--- config.mk ---
export PLATFORM = sky130hd
export DESIGN_NAME = bcd_seq_ctrl
export DESIGN_NICKNAME = d
export VERILOG_FILES = /design/src/rtl/bcd_seq_ctrl.sv
export SDC_FILE = /design/constraint.sdc
export NUM_CORES = 1
export LEC_CHECK = 0
export CAP_MARGIN = 25
export CORE_MARGIN = 1
export CORE_UTILIZATION = 40
export CTS_CLUSTER_SIZE = 25
export DETAILED_ROUTE_END_ITERATION = 10
export PLACE_DENSITY = 0.63
export SYNTH_ARGS = -nofsm -noshare
export SYNTH_HDL_FRONTEND = slang
export SYNTH_SLANG_ARGS = --single-unit
--- constraint.sdc ---
create_clock -name clk -period 2.94 [get_ports clk]
set_clock_uncertainty 0.1 [all_clocks]
set_input_delay 0.588 -clock clk [delete_from_list [all_inputs] [get_ports clk]]
set_output_delay 0.588 -clock clk [all_outputs]
set_load 0.02 [all_outputs]
--- src/rtl/bcd_seq_ctrl.sv ---
// Sequential binary-to-BCD converter (shift-and-add-3) with start/busy/done handshake.
// One operand bit per cycle; result is bin mod 10^DIGITS, ovf flags truncation.
module bcd_seq_ctrl #(
  parameter int unsigned WIDTH  = 8,
  parameter int unsigned DIGITS = 3
) (
  input  logic                  clk,
  input  logic                  rst,
  input  logic                  start,
  input  logic [WIDTH-1:0]      bin,
  output logic                  busy,
  output logic                  done,
  output logic [4*DIGITS-1:0]   bcd,
  output logic                  ovf
);

  localparam int unsigned CW = $clog2(WIDTH + 1);
  localparam int unsigned AW = 4 * DIGITS;

  typedef enum logic [0:0] {
    IDLE  = 1'b0,
    SHIFT = 1'b1
  } state_t;

  state_t          state_q, state_d;
  logic [WIDTH-1:0] sr_q, sr_d;
  logic [AW-1:0]   acc_q, acc_d;
  logic [AW-1:0]   corr;
  logic            sticky_q, sticky_d;
  logic [CW-1:0]   cnt_q, cnt_d;
  logic            busy_d, done_d, ovf_d;
  logic [AW-1:0]   bcd_d;

  always_ff @(posedge clk) begin
    if (rst) begin
      state_q  <= IDLE;
      sr_q     <= '0;
      acc_q    <= '0;
      sticky_q <= 1'b0;
      cnt_q    <= '0;
      busy     <= 1'b0;
      done     <= 1'b0;
      bcd      <= '0;
      ovf      <= 1'b0;
    end else begin
      state_q  <= state_d;
      sr_q     <= sr_d;
      acc_q    <= acc_d;
      sticky_q <= sticky_d;
      cnt_q    <= cnt_d;
      busy     <= busy_d;
      done     <= done_d;
      bcd      <= bcd_d;
      ovf      <= ovf_d;
    end
  end

  // Per-digit add-3 correction; digits are independent, no carry between them.
  always_comb begin
    corr = acc_q;
    for (int unsigned i = 0; i < DIGITS; i++) begin
      if (acc_q[4*i +: 4] >= 4'd5)
        corr[4*i +: 4] = acc_q[4*i +: 4] + 4'd3;
    end
  end

  always_comb begin
    state_d  = state_q;
    sr_d     = sr_q;
    acc_d    = acc_q;
    sticky_d = sticky_q;
    cnt_d    = cnt_q;
    busy_d   = busy;
    done_d   = 1'b0;
    bcd_d    = bcd;
    ovf_d    = ovf;

    unique case (state_q)
      IDLE: begin
        if (start) begin
          sr_d     = bin;
          acc_d    = '0;
          sticky_d = 1'b0;
          cnt_d    = CW'(WIDTH);
          busy_d   = 1'b1;
          state_d  = SHIFT;
        end
      end
      SHIFT: begin
        // Bit shifted out of the top digit means the value needs more digits.
        acc_d    = {corr[AW-2:0], sr_q[WIDTH-1]};
        sr_d     = sr_q << 1;
        sticky_d = sticky_q | corr[AW-1];
        cnt_d    = cnt_q - CW'(1);
        if (cnt_q == CW'(1)) begin
          bcd_d   = {corr[AW-2:0], sr_q[WIDTH-1]};
          ovf_d   = sticky_q | corr[AW-1];
          done_d  = 1'b1;
          busy_d  = 1'b0;
          state_d = IDLE;
        end
      end
      default: state_d = IDLE;
    endcase
  end

endmodule

==> reports/qor.csv <==
metric;value;unit
cts_hold_repair.buffers;0;
synth-seq-area-share;45.3;%
leakagePower;0.833;nW
ir_drop;250;µV
setup_tns;0;ns
route.detailed.drc;0;
clk_latency;0.30;ns
cpPeakStageDelay;0.62;ns
hold_viol_final;0;
cts_setup_buffers;0;
die_h;69.3;µm
dp.cells;265;
cts.path.max_buffers;2;
stdcell_count;273;
synth_edf_count;0;
first_pass_iters;4;
wirelength;3560;µm
syn_inst;192;
cts_buffers;5;
avgSynthCellArea;9.43;µm²
initial_core_util;41.6;%
crit_path_end;bcd[0];
crit_cells;1;
cp_num_buf_inv;1;
fin_crit_sh;66.9;%
path_delay_family;buffers and inverters;
fmax;508;MHz
r2r_end;cnt_q[3];
synth_adder_area_share;5.53;%
worstPathRequired;2.25;ns
drtAntennaViolNets;0;
synth_area_leaders;dfxtp_1 (45%), mux2i_1 (6.1%), ha_1 (5.5%);
rrSetupSlack;1.27;ns
synth_compound_area_share;21.2;%
synth.top_cell.area_share;45.3;%
period_needed;1.97;ns
regArea;821;µm²
synth-seq-cells;41;
synth_nets;211;
cts_root_buf;clkbuf_8;
grt_pass1_wl;6380;µm
path_class;reg2out;
synth_area;1810;µm²
crit_path_end_kind;output port;
diodes;0;
cts_resized;0;
synthMuxAreaShare;6.91;%
r2r_start;state_q;
rsz0062_at_grt;false;
rows;24;
grt_use_total;16.4;%
ys_warn_count;0;
num_vias;1449;
fill_cells;412;
cap_violations;0;
setup_violations;0;
drive_above_1_share;9.05;%
syn2layout_area_growth;23.3;%
multi_input_area;902;µm²
drt_iter0_markers;41;
async_flop_share;0;%
yosys.area.top_type;dfxtp_1;
critPathLaunchType;flip-flop;
cp_data_arrival_time;1.28;ns
worst-path-max-fanout;2;
gp_congestion;0.753;
cts.htree.levels;2;
relSlewSlack;60.3;%
cts_sinks;41;
grt_pass1_vias;1391;
dominantRegCellSynth;dfxtp_1;
synth_xor_xnor_area_share;1.45;%
viasPerCell;5.31;
cp_cell_sequence;clkdlybuf4s50_1;
clkTransAtPathRegs;0.08;ns
final_max_slew_viol_count;0;
crit_path_start;bcd[0];
tightest_slew;0.593;ns
hp-class;reg2reg;
nNetsFinal;239;
grt-ovfl-total;0;
grt_max_degree;23;
r2r_cells;5;
synthSimpleGateAreaFrac;14.7;%
antenna_found_initial;0;
cpMaxStageDelayCell;clkdlybuf4s50_1;
io_buffers;25;
fp.dieW;69.3;µm
cts_tree;yes;
coreArea;4350;µm²
die_area;4800;µm²
routedWlPerCell;13.0;µm
synth.distinct_cells;34;
io_pins;26;
synth_top_family_by_area;compound AO/OA/AOI/OAI gates;
status;finished clean;
power_density;508;nW/µm²
detailed_place_hpwl;2510;µm
-- layout by cell type (no fill, tap or decap), types with 6 or more instances in the layout --
cell type / n
a21oi_1: 18
clkdlybuf4s50_1: 25
dfxtp_1: 41
ha_1: 8
inv_1: 9
mux2i_1: 11
nand2b_1: 6
nand3_1: 7
nor2_1: 23
nor3_1: 7
nor3b_1: 6
o21ai_1: 10
o2bb2ai_1: 7
-- final cells by class --
type | count | area share, %
Multi-Input combinational cell | 131 | 40.4
Tap cell | 52 | 2.91
Clock buffer | 5 | 3.08
Clock inverter | 3 | 2.07
Inverter | 11 | 1.85
Sequential cell | 41 | 36.8
Timing Repair Buffer | 30 | 12.9
-- where the power goes --
part           switching, mW  internal (mW)  leakage, nW
clock network          0.201          0.254       0.0543
registers             0.0128          0.570        0.333
logic                 0.0525         0.0436        0.445
total                  0.266          0.867        0.833
-- worst min-delay path by stage --
stage	startpoint	cells after the start	endpoint	slack [ns]
floorplan	acc_q[1]	2	acc_q[1]	0.35
global placement	bcd[4]	1	bcd[4]	0.35
detailed placement	bcd[1]	1	bcd[1]	0.35
CTS	bcd[2]	1	bcd[2]	0.37
global route	bcd[4]	1	bcd[4]	0.39
finish	bcd[11]	1	bcd[11]	0.37
-- synthesized netlist by cell type, drive strengths merged (6+ instances only) --
cell     instances
a21oi           19
nor3b            6
nand2b           6
inv             11
nor3             8
o21ai           11
o2bb2ai          8
mux2i           11
dfxtp           41
buf              8
nand3            7
ha               8
nor2            23
-- routing by layer --
metal,track usage [%],routed length (µm),vias up
met5,0,0,-
met4,6.12,72,0
met3,4.65,151,8
met2,26.2,1600,35
met1,21.0,1740,665
li1,-,-,741
-- kinds of logic (layout without fill, tap and decap cells) --
family	after synthesis	in the layout
compound gates	55	55
simple gates	53	53
flops	41	41
buf+inv	20	49
mux	12	12
fa+ha+maj	8	8
xor+xnor	3	3
-- per-stage QoR --
stage / total power [mW] / hold WS, ns / worst slack (ns) / instance area [µm²] / utilization [%]
3_3_place_gp: 0.691 / 0.348 / 0.764 / 2120 / 48.6
5_1_grt: 1.19 / 0.387 / 0.883 / 2230 / 51.3
6_report: 1.13 / 0.367 / 0.973 / 2230 / 51.3
2_1_floorplan: 0.658 / 0.352 / 1.45 / 1810 / -
4_1_cts: 1.15 / 0.375 / 0.962 / 2230 / 51.3
3_5_place_dp: 0.692 / 0.349 / 0.717 / 2120 / 48.6
-- registers in the layout, summed over array words and instances (netlist names) --
name,flops
sticky_q,1
ovf,1
state_q,1
cnt_q,4
sr_q,8
done,1
acc_q,12
bcd,12
busy,1
(Power assumes the default switching activity.)
